--- src/rtl/player_ctrl_if.sv ---
// Scan-position, control and status bundle for the player controller.
// The slave modport is the controller's view; master is the driver/observer side.
interface player_ctrl_if;
    logic [9:0]  x;
    logic [9:0]  y;
    logic        ctrl_up;
    logic        ctrl_down;
    logic        ctrl_left;
    logic        ctrl_right;
    logic        ctrl_slow;
    logic        collision;
    logic [9:0]  player_x;
    logic [9:0]  player_y;
    logic [2:0]  lives;
    logic [1:0]  state;
    logic        game_over;
    logic [10:0] sprite_addr;
    logic        sprite_sel;
    logic        player_on;

    modport slave (
        input  x, y, ctrl_up, ctrl_down, ctrl_left, ctrl_right, ctrl_slow, collision,
        output player_x, player_y, lives, state, game_over, sprite_addr, sprite_sel, player_on
    );

    modport master (
        output x, y, ctrl_up, ctrl_down, ctrl_left, ctrl_right, ctrl_slow, collision,
        input  player_x, player_y, lives, state, game_over, sprite_addr, sprite_sel, player_on
    );
endinterface

--- src/rtl/player_ctrl.sv ---
// Player ship controller: tick-paced movement, lives/invulnerability FSM and sprite box lookup.
// Optional macro PLAYER_BLINK_EN blinks the sprite while invulnerable.
module player_ctrl #(
    parameter int FIELD_W      = 384,
    parameter int FIELD_H      = 448,
    parameter int START_X      = 192,
    parameter int START_Y      = 400,
    parameter int TICK_DIV     = 2000000,
    parameter int SPEED_FAST   = 2,
    parameter int SPEED_SLOW   = 1,
    parameter int SPR_W        = 32,
    parameter int SPR_H        = 48,
    parameter int LIVES        = 3,
    parameter int INVULN_TICKS = 120
) (
    input logic          clk,
    input logic          reset,
    player_ctrl_if.slave bus
);
    localparam int TW = (TICK_DIV > 1) ? $clog2(TICK_DIV) : 1;

    typedef enum logic [1:0] {
        ST_ALIVE  = 2'b00,
        ST_INVULN = 2'b01,
        ST_DEAD   = 2'b10
    } state_t;

    localparam logic signed [10:0] X_LO  = 11'(1 - SPR_W / 2);
    localparam logic signed [10:0] X_HI  = 11'(SPR_W / 2);
    localparam logic signed [10:0] Y_LO  = 11'(1 - SPR_H / 2);
    localparam logic signed [10:0] Y_HI  = 11'(SPR_H / 2);
    localparam logic [10:0]        X_MAX = 11'(FIELD_W - 1);
    localparam logic [10:0]        Y_MAX = 11'(FIELD_H - 1);

    logic [TW-1:0] tick_cnt_q, tick_cnt_d;
    logic [9:0]    player_x_q, player_x_d;
    logic [9:0]    player_y_q, player_y_d;
    logic [2:0]    lives_q, lives_d;
    logic [7:0]    inv_cnt_q, inv_cnt_d;
    state_t        state_q, state_d;
    logic          game_over_q, game_over_d;
    logic          sprite_sel_q, sprite_sel_d;

    logic          tick_s;
    logic [10:0]   step_s;
    logic [10:0]   px_s, py_s, inc_x_s, dec_x_s, inc_y_s, dec_y_s;
    logic [10:0]   next_x_s, next_y_s;
    logic signed [10:0] dx_s, dy_s;
    logic [10:0]   ox_s, oy_s;
    logic          in_box_s, blink_mask_s;

    // Movement tick divider
    always_comb begin
        tick_s = (tick_cnt_q == TW'(TICK_DIV - 1));
        if (tick_s) begin
            tick_cnt_d = '0;
        end else begin
            tick_cnt_d = tick_cnt_q + TW'(1);
        end
    end

    // Saturating candidate position for this tick; bit 10 of a difference flags underflow
    always_comb begin
        step_s  = bus.ctrl_slow ? 11'(SPEED_SLOW) : 11'(SPEED_FAST);
        px_s    = {1'b0, player_x_q};
        py_s    = {1'b0, player_y_q};
        inc_x_s = px_s + step_s;
        dec_x_s = px_s - step_s;
        inc_y_s = py_s + step_s;
        dec_y_s = py_s - step_s;
        if (bus.ctrl_left && !bus.ctrl_right) begin
            next_x_s = dec_x_s[10] ? 11'd0 : dec_x_s;
        end else if (bus.ctrl_right && !bus.ctrl_left) begin
            next_x_s = (inc_x_s > X_MAX) ? X_MAX : inc_x_s;
        end else begin
            next_x_s = px_s;
        end
        if (bus.ctrl_up && !bus.ctrl_down) begin
            next_y_s = dec_y_s[10] ? 11'd0 : dec_y_s;
        end else if (bus.ctrl_down && !bus.ctrl_up) begin
            next_y_s = (inc_y_s > Y_MAX) ? Y_MAX : inc_y_s;
        end else begin
            next_y_s = py_s;
        end
    end

    // Lives / invulnerability FSM and position update
    always_comb begin
        state_d    = state_q;
        lives_d    = lives_q;
        inv_cnt_d  = inv_cnt_q;
        player_x_d = player_x_q;
        player_y_d = player_y_q;
        case (state_q)
            ST_ALIVE: begin
                if (bus.collision) begin
                    if (lives_q == 3'd1) begin
                        state_d = ST_DEAD;
                        lives_d = 3'd0;
                    end else begin
                        state_d   = ST_INVULN;
                        lives_d   = lives_q - 3'd1;
                        inv_cnt_d = 8'(INVULN_TICKS);
                    end
                end else begin
                    state_d = ST_ALIVE;
                end
            end
            ST_INVULN: begin
                if (tick_s) begin
                    if (inv_cnt_q <= 8'd1) begin
                        state_d   = ST_ALIVE;
                        inv_cnt_d = 8'd0;
                    end else begin
                        inv_cnt_d = inv_cnt_q - 8'd1;
                    end
                end else begin
                    inv_cnt_d = inv_cnt_q;
                end
            end
            ST_DEAD: begin
                state_d = ST_DEAD;
            end
            default: begin
                state_d = ST_DEAD;
                lives_d = 3'd0;
            end
        endcase
        // A hit on a tick edge still lets that tick's move land
        if (tick_s && (state_q != ST_DEAD)) begin
            player_x_d = next_x_s[9:0];
            player_y_d = next_y_s[9:0];
        end else begin
            player_x_d = player_x_q;
            player_y_d = player_y_q;
        end
        game_over_d  = (state_d == ST_DEAD);
        sprite_sel_d = (state_d == ST_INVULN);
    end

    // State registers with synchronous reset
    always_ff @(posedge clk) begin
        if (reset) begin
            tick_cnt_q   <= '0;
            player_x_q   <= 10'(START_X);
            player_y_q   <= 10'(START_Y);
            lives_q      <= 3'(LIVES);
            inv_cnt_q    <= 8'd0;
            state_q      <= ST_ALIVE;
            game_over_q  <= 1'b0;
            sprite_sel_q <= 1'b0;
        end else begin
            tick_cnt_q   <= tick_cnt_d;
            player_x_q   <= player_x_d;
            player_y_q   <= player_y_d;
            lives_q      <= lives_d;
            inv_cnt_q    <= inv_cnt_d;
            state_q      <= state_d;
            game_over_q  <= game_over_d;
            sprite_sel_q <= sprite_sel_d;
        end
    end

    // Sprite box test, signed so boxes near the field edge do not wrap
    always_comb begin
        dx_s     = $signed({1'b0, bus.x}) - $signed({1'b0, player_x_q});
        dy_s     = $signed({1'b0, bus.y}) - $signed({1'b0, player_y_q});
        in_box_s = (dx_s >= X_LO) && (dx_s <= X_HI) && (dy_s >= Y_LO) && (dy_s <= Y_HI);
        ox_s     = $unsigned(dx_s - X_LO);
        oy_s     = $unsigned(dy_s - Y_LO);
`ifdef PLAYER_BLINK_EN
        blink_mask_s = (state_q == ST_INVULN) && inv_cnt_q[2];
`else
        blink_mask_s = 1'b0;
`endif
        if (in_box_s) begin
            bus.sprite_addr = ox_s + oy_s * 11'(SPR_W);
        end else begin
            bus.sprite_addr = 11'd0;
        end
        bus.player_on = in_box_s && !blink_mask_s;
    end

    assign bus.player_x   = player_x_q;
    assign bus.player_y   = player_y_q;
    assign bus.lives      = lives_q;
    assign bus.state      = state_q;
    assign bus.game_over  = game_over_q;
    assign bus.sprite_sel = sprite_sel_q;
endmodule

--- src/flat_wrapper.sv ---
// flat-port wrapper written by rule: the top's interface ports become plain ports
module player_ctrl_flat 
#(
    parameter int FIELD_W      = 384,
    parameter int FIELD_H      = 448,
    parameter int START_X      = 192,
    parameter int START_Y      = 400,
    parameter int TICK_DIV     = 2000000,
    parameter int SPEED_FAST   = 2,
    parameter int SPEED_SLOW   = 1,
    parameter int SPR_W        = 32,
    parameter int SPR_H        = 48,
    parameter int LIVES        = 3,
    parameter int INVULN_TICKS = 120
)
  (clk, reset, bus_x, bus_y, bus_ctrl_up, bus_ctrl_down, bus_ctrl_left, bus_ctrl_right, bus_ctrl_slow, bus_collision, bus_player_x, bus_player_y, bus_lives, bus_state, bus_game_over, bus_sprite_addr, bus_sprite_sel, bus_player_on);
  player_ctrl_if bus_i ();
  input logic clk;
  input logic reset;
  input wire logic [$bits(bus_i.x)-1:0] bus_x;
  input wire logic [$bits(bus_i.y)-1:0] bus_y;
  input wire logic [$bits(bus_i.ctrl_up)-1:0] bus_ctrl_up;
  input wire logic [$bits(bus_i.ctrl_down)-1:0] bus_ctrl_down;
  input wire logic [$bits(bus_i.ctrl_left)-1:0] bus_ctrl_left;
  input wire logic [$bits(bus_i.ctrl_right)-1:0] bus_ctrl_right;
  input wire logic [$bits(bus_i.ctrl_slow)-1:0] bus_ctrl_slow;
  input wire logic [$bits(bus_i.collision)-1:0] bus_collision;
  output wire logic [$bits(bus_i.player_x)-1:0] bus_player_x;
  output wire logic [$bits(bus_i.player_y)-1:0] bus_player_y;
  output wire logic [$bits(bus_i.lives)-1:0] bus_lives;
  output wire logic [$bits(bus_i.state)-1:0] bus_state;
  output wire logic [$bits(bus_i.game_over)-1:0] bus_game_over;
  output wire logic [$bits(bus_i.sprite_addr)-1:0] bus_sprite_addr;
  output wire logic [$bits(bus_i.sprite_sel)-1:0] bus_sprite_sel;
  output wire logic [$bits(bus_i.player_on)-1:0] bus_player_on;
  assign bus_i.x = bus_x;
  assign bus_i.y = bus_y;
  assign bus_i.ctrl_up = bus_ctrl_up;
  assign bus_i.ctrl_down = bus_ctrl_down;
  assign bus_i.ctrl_left = bus_ctrl_left;
  assign bus_i.ctrl_right = bus_ctrl_right;
  assign bus_i.ctrl_slow = bus_ctrl_slow;
  assign bus_i.collision = bus_collision;
  assign bus_player_x = bus_i.player_x;
  assign bus_player_y = bus_i.player_y;
  assign bus_lives = bus_i.lives;
  assign bus_state = bus_i.state;
  assign bus_game_over = bus_i.game_over;
  assign bus_sprite_addr = bus_i.sprite_addr;
  assign bus_sprite_sel = bus_i.sprite_sel;
  assign bus_player_on = bus_i.player_on;
  player_ctrl #(.FIELD_W(FIELD_W), .FIELD_H(FIELD_H), .START_X(START_X), .START_Y(START_Y), .TICK_DIV(TICK_DIV), .SPEED_FAST(SPEED_FAST), .SPEED_SLOW(SPEED_SLOW), .SPR_W(SPR_W), .SPR_H(SPR_H), .LIVES(LIVES), .INVULN_TICKS(INVULN_TICKS)) u_core (.clk(clk), .reset(reset), .bus(bus_i));
endmodule
--- config.mk ---
export PLATFORM = sky130hd
export DESIGN_NAME = player_ctrl_flat
export DESIGN_NICKNAME = d
export VERILOG_FILES = /design/src/rtl/player_ctrl_if.sv /design/src/rtl/player_ctrl.sv /design/src/flat_wrapper.sv
export SDC_FILE = /design/constraint.sdc
export NUM_CORES = 1
export LEC_CHECK = 0
export ABC_AREA = 1
export BUFFER_PORTS_ARGS = -buffer_cell sky130_fd_sc_hd__buf_4
export CAP_MARGIN = 20
export CORE_MARGIN = 1
export CORE_UTILIZATION = 41
export DETAILED_ROUTE_END_ITERATION = 10
export HOLD_SLACK_MARGIN = 0.15
export PLACE_DENSITY_LB_ADDON = 0.2
export SLEW_MARGIN = 15
export SYNTH_ARGS = -nofsm -noshare
export SYNTH_HDL_FRONTEND = slang
export SYNTH_SLANG_ARGS = --single-unit
--- constraint.sdc ---
create_clock -name clk -period 3.4 [get_ports clk]
set_clock_uncertainty 0.2 [all_clocks]
set_input_delay 0.34 -clock clk [delete_from_list [all_inputs] [get_ports clk]]
set_output_delay 0.34 -clock clk [all_outputs]
set_load 0.02 [all_outputs]
==> flow_metrics.tcl, run 1 <==
set metrics [dict create \
    yosysTopAreaCellShare 0.206 \
    slew_violations 0 \
    period_minus_slack_ns 3.49 \
    final_cell_mix "203 x nand2_1, 130 x inv_1, 95 x nor2_1" \
    antenna_found_initial 0 \
    rr_startpoint "u_core.bus.player_y[0]" \
    synth_seq_cells 56 \
    routabilityCongestion 0.915 \
    crit_type "flop to output pin" \
    die_area_um2 13700 \
    power_density_nw_per_um2 327 \
    worstRegToRegCells 16 \
    antennaDiodeCount 0 \
    p_sw_frac 0.388 \
    grt_pass1_wl_mm 23.4 \
    endpoint "bus_sprite_addr[9]" \
    dpl_cell_area_um2 6320 \
    start_util 0.426 \
    status "complete, but fails checks" \
    worstPathCellList "ha_4 -> fa_2 -> ha_1 -> inv_2 -> ha_4 -> buf_4 -> a21o_1 -> a31oi_1 -> nand3_1 -> xor2_1 -> nor2_2 -> buf_6" \
    drt_iter0_drc 323 \
    pwr-share-seq 0.341 \
    fin_total_pwr_mw 2.28 \
    grtUsageTotal 0.210 \
    htreeDepth 2 \
    r2r-end "u_core.bus.player_y[4]" \
    rsz0062_at_grt "yes" \
    die_h_um 117 \
    p_leak_nw 3.36 \
    wl_per_cell_um 12.4 \
    slowest_stage "fa_2" \
    hold_viol_final 0 \
    ys_seq_area_frac 0.206 \
    vias 5572 \
    finalSetupViolCount 2 \
    final_common_cell "nand2_1" \
    drtAntennaViolNets 0 \
    internal_power_mw 1.39 \
    max-cap-violations 0 \
    syn_area_um2 5450 \
    syn_to_final_growth_pct 27.9 \
    drc 0 \
    startpoint_type "flop" \
    crit_path_max_fanout 4 \
    ir_worst_vdd_v 0.000380 \
    synthArstFlopShare 0 \
    final_area_um2 6960 \
    worstSkewPairLatency_ns 0.30 \
    required_ns 2.86 \
    grt_overflow 0 \
    die_x_um 117 \
    layout_setup_ws_ns -0.0891 \
    clock_path_buffers 2 \
    violations "setup timing" \
    final_nets 1046 \
    cp-startpoint "u_core.bus.player_y[0]" \
    ys_types 45 \
    hp-class "input port to flop" \
    cts_tree "built" \
    yosysWarnings 0 \
    numCtsBuffers 5 \
    synthCells 864 \
    layout.cells.non_filler 1137 \
    synth_nets 946 \
    drt_wl_total_mm 14.1 \
    cts.sinks 56 \
    ioPinCount 67 \
    synth_edf_count 0 \
    synth.avg_cell_area_um2 6.30 \
    synth-main-ff-cell "dfxtp_1" \
    switchingPower_mw 0.884 \
    synth_top_area_cell "dfxtp_1" \
    vias_per_cell 4.90 \
    clock-root-buffer "clkbuf_16" \
    synth.area.top_cells "dfxtp_1 21%, nand2_1 15%, ha_1 11%, inv_1 9.6%, nor2_1 6.9%" \
    grt_pass1_vias 5096 \
    pwr-share-comb 0.425 \
    cp_slowest_stage_delay_ns 0.59 \
    fin_hold_ws_ns 0.180 \
    tns_ns -0.130 \
    hpwl_mm 10.8 \
    end_kind "output pin" \
    worst_pin_slew_ns 0.826 \
    period_share 1.03 \
    io_buffers 66 \
    layout-drive-gt1-share 0.206 \
    cpMostUsedCell "ha_4" \
    first_pass_iters 4 \
    rows 41 \
    grt_max_degree 27 \
    placed_cells 1118 \
    rrSetupSlack_ns 0.57 \
    fp.coreArea_um2 12800 \
    clock.fmax_mhz 287 \
    slew-limit-headroom 0.444 \
    cp.arrival_ns 2.95 \
    path_clk_slew_ns 0.08 \
    power.clock.fraction 0.233 \
]
## cells in the mapped netlist, types with 2 or more instances
| master | number |
|---|---|
| a211oi_1 | 3 |
| a21o_1 | 3 |
| a21oi_1 | 43 |
| a221oi_1 | 2 |
| a31oi_1 | 11 |
| buf_2 | 6 |
| buf_6 | 2 |
| clkbuf_1 | 6 |
| dfxtp_1 | 56 |
| fa_1 | 6 |
| ha_1 | 48 |
| inv_1 | 139 |
| inv_2 | 2 |
| nand2_1 | 214 |
| nand2_2 | 5 |
| nand3_1 | 54 |
| nand3_2 | 4 |
| nand3b_1 | 8 |
| nand4_1 | 12 |
| nor2_1 | 100 |
| nor2_2 | 12 |
| nor3_1 | 12 |
| nor3_4 | 2 |
| nor3b_1 | 2 |
| nor4_1 | 2 |
| o211ai_1 | 6 |
| o21ai_0 | 42 |
| o21ai_1 | 2 |
| o21bai_1 | 2 |
| o221ai_1 | 5 |
| xnor2_1 | 4 |
| xor2_1 | 36 |
## logic make-up (layout without fill, tap and decap cells)
family / after synthesis / after routing / synth area share
simple gates: 431 / 431 / 0.348
buf+inv: 157 / 258 / 0.113
compound gates: 125 / 125 / 0.134
flops: 56 / 56 / 0.206
fa+ha+maj: 54 / 54 / 0.132
xor+xnor: 41 / 41 / 0.0673
## stage by stage
step                 util  worst slack [ns]
floorplan               -            0.0335
detailed placement  0.495           -0.0108
CTS                 0.516           -0.0588
finish              0.545           -0.0891
global placement    0.495            0.0206
global route        0.545            -0.235
## sequential cells by signal, summed over array words and instances (netlist names)
register	cells
u_core.bus.game_over	1
u_core.bus.lives	3
u_core.bus.player_x	10
u_core.bus.player_y	10
u_core.bus.sprite_sel	1
u_core.bus.state	2
u_core.inv_cnt_q	8
u_core.tick_cnt_q	21
## critical path, delay by kind of cell (launching register included)
family / cells / cell delay [ns]
and+or+nand+nor: 2 / 0.20
buffers and inverters: 3 / 0.36
DFF: 1 / 0.36
xor gates and xnor gates: 1 / 0.18
AOI/OAI and AO/OA: 2 / 0.35
adders and majority gates: 4 / 1.21
## cell type report
cell class / count / area [um^2]
clock buffer: 6 / 129
tap: 172 / 215
sequential: 56 / 1130
inverter: 142 / 533
clock inverter: 2 / 16.3
multi-input combinational: 651 / 4060
fill: 1270 / 5810
timing repair buffer: 108 / 885
## layer usage
layer | track usage | share of wire | up-vias
met1 | 0.285 | 0.48 | 2472
met5 | 0 | 0 | -
li1 | - | - | 2976
met3 | 0.0294 | 0.042 | 10
met4 | 0.0321 | 0.0071 | 0
met2 | 0.360 | 0.47 | 114
## how the worst min path moves through the flow
stage | to | slack (ns) | from | cells after the start
after floorplan | u_core.tick_cnt_q[0] | 0.22 | u_core.tick_cnt_q[0] | 1
after global placement | u_core.tick_cnt_q[0] | 0.23 | u_core.tick_cnt_q[0] | 1
after detailed placement | u_core.tick_cnt_q[0] | 0.24 | u_core.tick_cnt_q[0] | 1
after CTS | u_core.bus.game_over | 0.18 | bus_collision | 4
after global routing | u_core.bus.game_over | 0.19 | bus_collision | 4
final | u_core.bus.game_over | 0.18 | bus_collision | 4
## power by group through the flow
stage	clock network (mW)	registers, mW	logic, mW
2_1_floorplan	0	0.810	0.634
6_report	0.532	0.778	0.970
4_1_cts	0.544	0.777	0.904
3_3_place_gp	0	0.792	0.879
5_1_grt	0.573	0.788	1.09
3_5_place_dp	0	0.792	0.883
## timing repair
| item | in CTS | in global routing |
|---|---|---|
| buffers inserted | 2 | 7 |
| pin swaps | 4 | 25 |
| endpoints found under the hold margin | 3 | 0 |
| hold buffers | 1 | 0 |
| setup endpoints to repair | 11 | 12 |
| cloned | 0 | 1 |
| resized for setup | 21 | 63 |
Note: power is estimated with default switching activity, not from simulation.
==> run 2: changes to the inputs <==
==> constraint.sdc (replaced) <==
create_clock -name clk -period 3.4 [get_ports clk]
set_clock_uncertainty 0.2 [all_clocks]
set_input_delay 0 -clock clk [delete_from_list [all_inputs] [get_ports clk]]
set_output_delay 0 -clock clk [all_outputs]
set_load 0.02 [all_outputs]
==> flow_metrics.tcl, run 2 (same netlist as run 1, synthesis figures left out) <==
set metrics [dict create \
    drtAntennaViolNets 0 \
    grt_pass1_vias 4716 \
    fp.coreArea_um2 12800 \
    fin_hold_ws_ns 0.152 \
    final_common_cell "nand2_1" \
    ioPinCount 67 \
    cts.sinks 56 \
    layout-drive-gt1-share 0.153 \
    rows 41 \
    rrSetupSlack_ns 0.66 \
    clock_path_buffers 2 \
    worstRegToRegCells 16 \
    htreeDepth 2 \
    crit_type "flop to output pin" \
    fin_total_pwr_mw 2.30 \
    start_util 0.426 \
    slew-limit-headroom 0.545 \
    grt_pass1_wl_mm 21.2 \
    dpl_cell_area_um2 6130 \
    worst_pin_slew_ns 0.680 \
    antenna_found_initial 0 \
    drc 0 \
    power.clock.fraction 0.263 \
    antennaDiodeCount 0 \
    hpwl_mm 10.5 \
    worstSkewPairLatency_ns 0.29 \
    grt_overflow 0 \
    io_buffers 66 \
    final_cell_mix "211 x nand2_1, 138 x inv_1, 100 x nor2_1" \
    switchingPower_mw 0.832 \
    pwr-share-comb 0.399 \
    top_register "u_core.tick_cnt_q" \
    clock.fmax_mhz 310 \
    drt_wl_total_mm 13.2 \
    status "finished, final reports clean" \
    cp.arrival_ns 3.03 \
    die_x_um 117 \
    routabilityCongestion 0.885 \
    cts_tree "built" \
    grt_max_degree 27 \
    period_share 0.949 \
    layout.cells.non_filler 1111 \
    power_density_nw_per_um2 353 \
    internal_power_mw 1.47 \
    period_minus_slack_ns 3.23 \
    final_nets 1020 \
    clock-root-buffer "clkbuf_16" \
    hold_viol_final 0 \
    slew_violations 0 \
    path_clk_slew_ns 0.07 \
    finalSetupViolCount 0 \
    whs_path_depth 6 \
    placed_cells 1095 \
    end_kind "output pin" \
    startpoint_type "flop" \
    p_leak_nw 3.21 \
    required_ns 3.20 \
    p_sw_frac 0.362 \
    largest_reg_flops 21 \
    drt_iter0_drc 346 \
    max-cap-violations 0 \
    die_area_um2 13700 \
    first_pass_iters 5 \
    crit_path_max_fanout 7 \
    numCtsBuffers 5 \
    die_h_um 117 \
    hp-class "input port to flop" \
    syn_to_final_growth_pct 19.6 \
    ir_worst_vdd_v 0.000359 \
    final_area_um2 6510 \
    grtUsageTotal 0.191 \
    vias 5417 \
    wl_per_cell_um 11.9 \
    vias_per_cell 4.88 \
    pwr-share-seq 0.338 \
]
-- run 2: cell types whose count changed in the layout (fill, tap and decap cells not counted), sizes merged --
cell / delta
buf: -30
dlygate4sd3: +5
bufinv: +1
clkbuf: -1
clkinvlp: -1
-- run 2: final cells by class --
cell class	instances	area, um^2
fillers	1370	6260
multi-input cells	651	3820
flip-flops and latches	56	1130
repair buffers	82	634
inverters	142	533
well taps	172	215
clock buffers	6	139
clock inverters	2	38.8
-- run 2: worst paths after layout --
path,startpoint,to
worst max register to register,u_core.bus.player_y[0],u_core.bus.player_y[8]
worst max-delay path,u_core.bus.player_x[5],bus_sprite_addr[10]
worst min register to register,u_core.tick_cnt_q[0],u_core.tick_cnt_q[0]
worst min-delay path,bus_ctrl_right,u_core.bus.player_x[6]
-- run 2: worst max-delay path: stages, from the launching register on --
cell and delay, ns:
dfxtp_2 0.40, inv_1 0.10, ha_2 0.39, nand2_1 0.12, nor2_1 0.11, nand2_1 0.07, nand2_1 0.06, nand2_1 0.04
nand2_1 0.14, ha_2 0.34, nand2_1 0.07, inv_1 0.06, a221oi_2 0.25, nand2_2 0.11, nand2_1 0.07, nand2_1 0.04
nand3_1 0.06, nand2_1 0.05, nor2_1 0.10, buf_4 0.16
-- run 2: through the flow --
stage / TNS (ns) / utilization / setup WS [ns]
after global placement: 0 / 0.480 / 0.241
after floorplan: 0 / - / 0.204
after detailed placement: 0 / 0.480 / 0.161
after global routing: -0.0354 / 0.510 / -0.0354
after CTS: 0 / 0.500 / 0.00275
final: 0 / 0.510 / 0.174
-- run 2: power groups by stage --
stage	logic, mW	registers [mW]	clock network [mW]
6_report	0.917	0.776	0.605
5_1_grt	1.04	0.788	0.650
4_1_cts	0.890	0.775	0.624
3_5_place_dp	0.877	0.789	0
3_3_place_gp	0.876	0.791	0
2_1_floorplan	0.633	0.810	0
-- run 2: what timing repair did --
action / in CTS / in global routing
hold buffers: 6 / 0
setup buffers: 0 / 2
endpoints found under the hold margin: 23 / 0
gates resized for setup: 6 / 30
pin swaps: 0 / 7
setup endpoints to repair: 3 / 5
-- run 2: per-layer routing --
layer,GRT usage,vias to the layer above,part of all wire
li1,-,2915,-
met1,0.265,2397,0.51
met2,0.311,95,0.44
met3,0.0314,10,0.040
met4,0.0371,0,0.0089
met5,0,-,0
==> run 3: changes to the inputs <==
- CTS_BUF_LIST: unset -> sky130_fd_sc_hd__clkbuf_8
==> flow_metrics.tcl, run 3 (same netlist as run 1, synthesis figures left out) <==
set metrics [dict create \
    final_util 0.510 \
    cts.sinks 56 \
    startpoint_type "flop" \
    crit_type "flop to output pin" \
    hold_viol_final 0 \
    ioPinCount 67 \
    switchingPower_mw 0.817 \
    path_clk_slew_ns 0.11 \
    power_density_nw_per_um2 332 \
    grt_pass1_vias 4751 \
    drt_wl_total_mm 13.3 \
    grt_max_degree 27 \
    fin_hold_ws_ns 0.169 \
    vias_per_cell 4.90 \
    largest_reg_flops 21 \
    power.clock.fraction 0.213 \
    ir_worst_vdd_v 0.000340 \
    fillers 1376 \
    cp-startpoint "u_core.bus.player_y[0]" \
    required_ns 3.20 \
    period_share 0.953 \
    die_area_um2 13700 \
    crit_path_max_fanout 5 \
    slew-limit-headroom 0.543 \
    vias 5455 \
    dp_slack_ns 0.161 \
    drtAntennaViolNets 0 \
    layout-drive-gt1-share 0.158 \
    io_buffers 66 \
    status "finished, final reports clean" \
    final_cell_mix "211 x nand2_1, 137 x inv_1, 99 x nor2_1" \
    hp-class "input port to flop" \
    p_sw_frac 0.379 \
    antenna_found_initial 0 \
    internal_power_mw 1.34 \
    drt_iter0_drc 360 \
    slowest_stage "fa_2" \
    cp_slowest_stage_delay_ns 0.58 \
    min-delay-start "bus_ctrl_down" \
    final_common_cell "nand2_1" \
    worstPathCellList "ha_2 -> fa_2 -> ha_2 -> xor2_2 -> ha_2 -> nand2_1 -> inv_1 -> a221oi_2 -> nand2_2 -> nand2_1 -> nand2_1 -> nand3_1 -> nand2_1 -> nor2_1 -> buf_4" \
    grt_pass1_wl_mm 21.2 \
    top_register "u_core.tick_cnt_q" \
    cp.arrival_ns 3.04 \
    cpMostUsedCell "nand2_1" \
    die_x_um 117 \
    p_leak_nw 3.19 \
    slew_violations 0 \
    layout.cells.non_filler 1114 \
    first_pass_iters 5 \
    path_buf_inv 2 \
    wl_per_cell_um 11.9 \
    rsz0062_at_grt "yes" \
    clock_path_buffers 2 \
    placed_cells 1095 \
    cts_tree "built" \
    fp.coreArea_um2 12800 \
    drc 0 \
    worstSkewPairLatency_ns 0.31 \
    worst_pin_slew_ns 0.683 \
    final_nets 1023 \
    fin_total_pwr_mw 2.16 \
    rows 41 \
    max-cap-violations 0 \
    htreeDepth 2 \
    start_util 0.426 \
    layout_setup_ws_ns 0.159 \
    syn_to_final_growth_pct 19.5 \
    hpwl_mm 10.5 \
    pwr-share-comb 0.428 \
    finalSetupViolCount 0 \
    period_minus_slack_ns 3.24 \
    numCtsBuffers 5 \
    pwr-share-seq 0.359 \
    clock-root-buffer "clkbuf_8" \
    routabilityCongestion 0.885 \
    rr_startpoint "u_core.bus.player_x[0]" \
    die_h_um 117 \
    grt_overflow 0 \
    end_kind "output pin" \
    cp_top_family "adder cells" \
    clock.fmax_mhz 309 \
    antennaDiodeCount 0 \
    grtUsageTotal 0.190 \
]
==> run 3: cell types whose count changed in the layout (fill, tap and decap cells not counted), sizes merged <==
cell	change
dlygate4sd3	+3
==> run 3: stage by stage <==
step                TNS (ns)  instance area, um^2
finish                     0                 6510
CTS                        0                 6360
detailed placement         0                 6130
global route         -0.0251                 6510
floorplan                  0                 5450
global placement           0                 6130
==> run 3: cell type report <==
type,count,area (um^2),share of cell area
clock buffers,6,82.6,0.0127
clock inverters,2,38.8,0.00596
inverters,142,533,0.0819
multi-input cells,651,3840,0.590
flip-flops and latches,56,1130,0.174
well taps,172,215,0.0331
repair buffers,85,664,0.102
==> run 3: path summary, 6_finish.rpt <==
kind / to / slack (ns) / cells after the start
setup / recovery: bus_sprite_addr[10] / 0.16 / 15
hold / removal: u_core.bus.player_y[4] / 0.17 / 7
setup reg to reg: u_core.bus.player_x[6] / 0.32 / 14
hold reg to reg: u_core.tick_cnt_q[0] / 0.26 / 1
==> run 3: worst register-to-register path: cells and delay by family, from the launching register on <==
family                     cells  cell delay, ns
buffers and inverters          4            0.80
xor gates and xnor gates       1            0.22
DFF                            1            0.35
and+or+nand+nor                7            0.81
adders and majority gates      2            0.58
==> run 3: layer usage <==
layer | track usage | share of wire | up-vias
met5 | 0 | 0 | -
met4 | 0.0346 | 0.011 | 0
met3 | 0.0268 | 0.037 | 13
met2 | 0.315 | 0.45 | 93
met1 | 0.264 | 0.51 | 2422
li1 | - | - | 2927
==> run 3: timing repair <==
| item | 4_1_cts | 5_1_grt |
|---|---|---|
| buffers inserted | 0 | 2 |
| endpoints found under the hold margin | 30 | 0 |
| hold buffers | 9 | 0 |
| endpoints found under the setup margin | 3 | 11 |
| gates resized for setup | 7 | 36 |
| pin swaps | 0 | 7 |
==> run 3: power by group through the flow <==
| stage | registers, mW | clock network, mW | logic (mW) |
|---|---|---|---|
| 2_1_floorplan | 0.810 | 0 | 0.633 |
| 3_3_place_gp | 0.791 | 0 | 0.876 |
| 3_5_place_dp | 0.789 | 0 | 0.877 |
| 4_1_cts | 0.775 | 0.478 | 0.893 |
| 5_1_grt | 0.787 | 0.502 | 1.04 |
| 6_report | 0.775 | 0.461 | 0.923 |
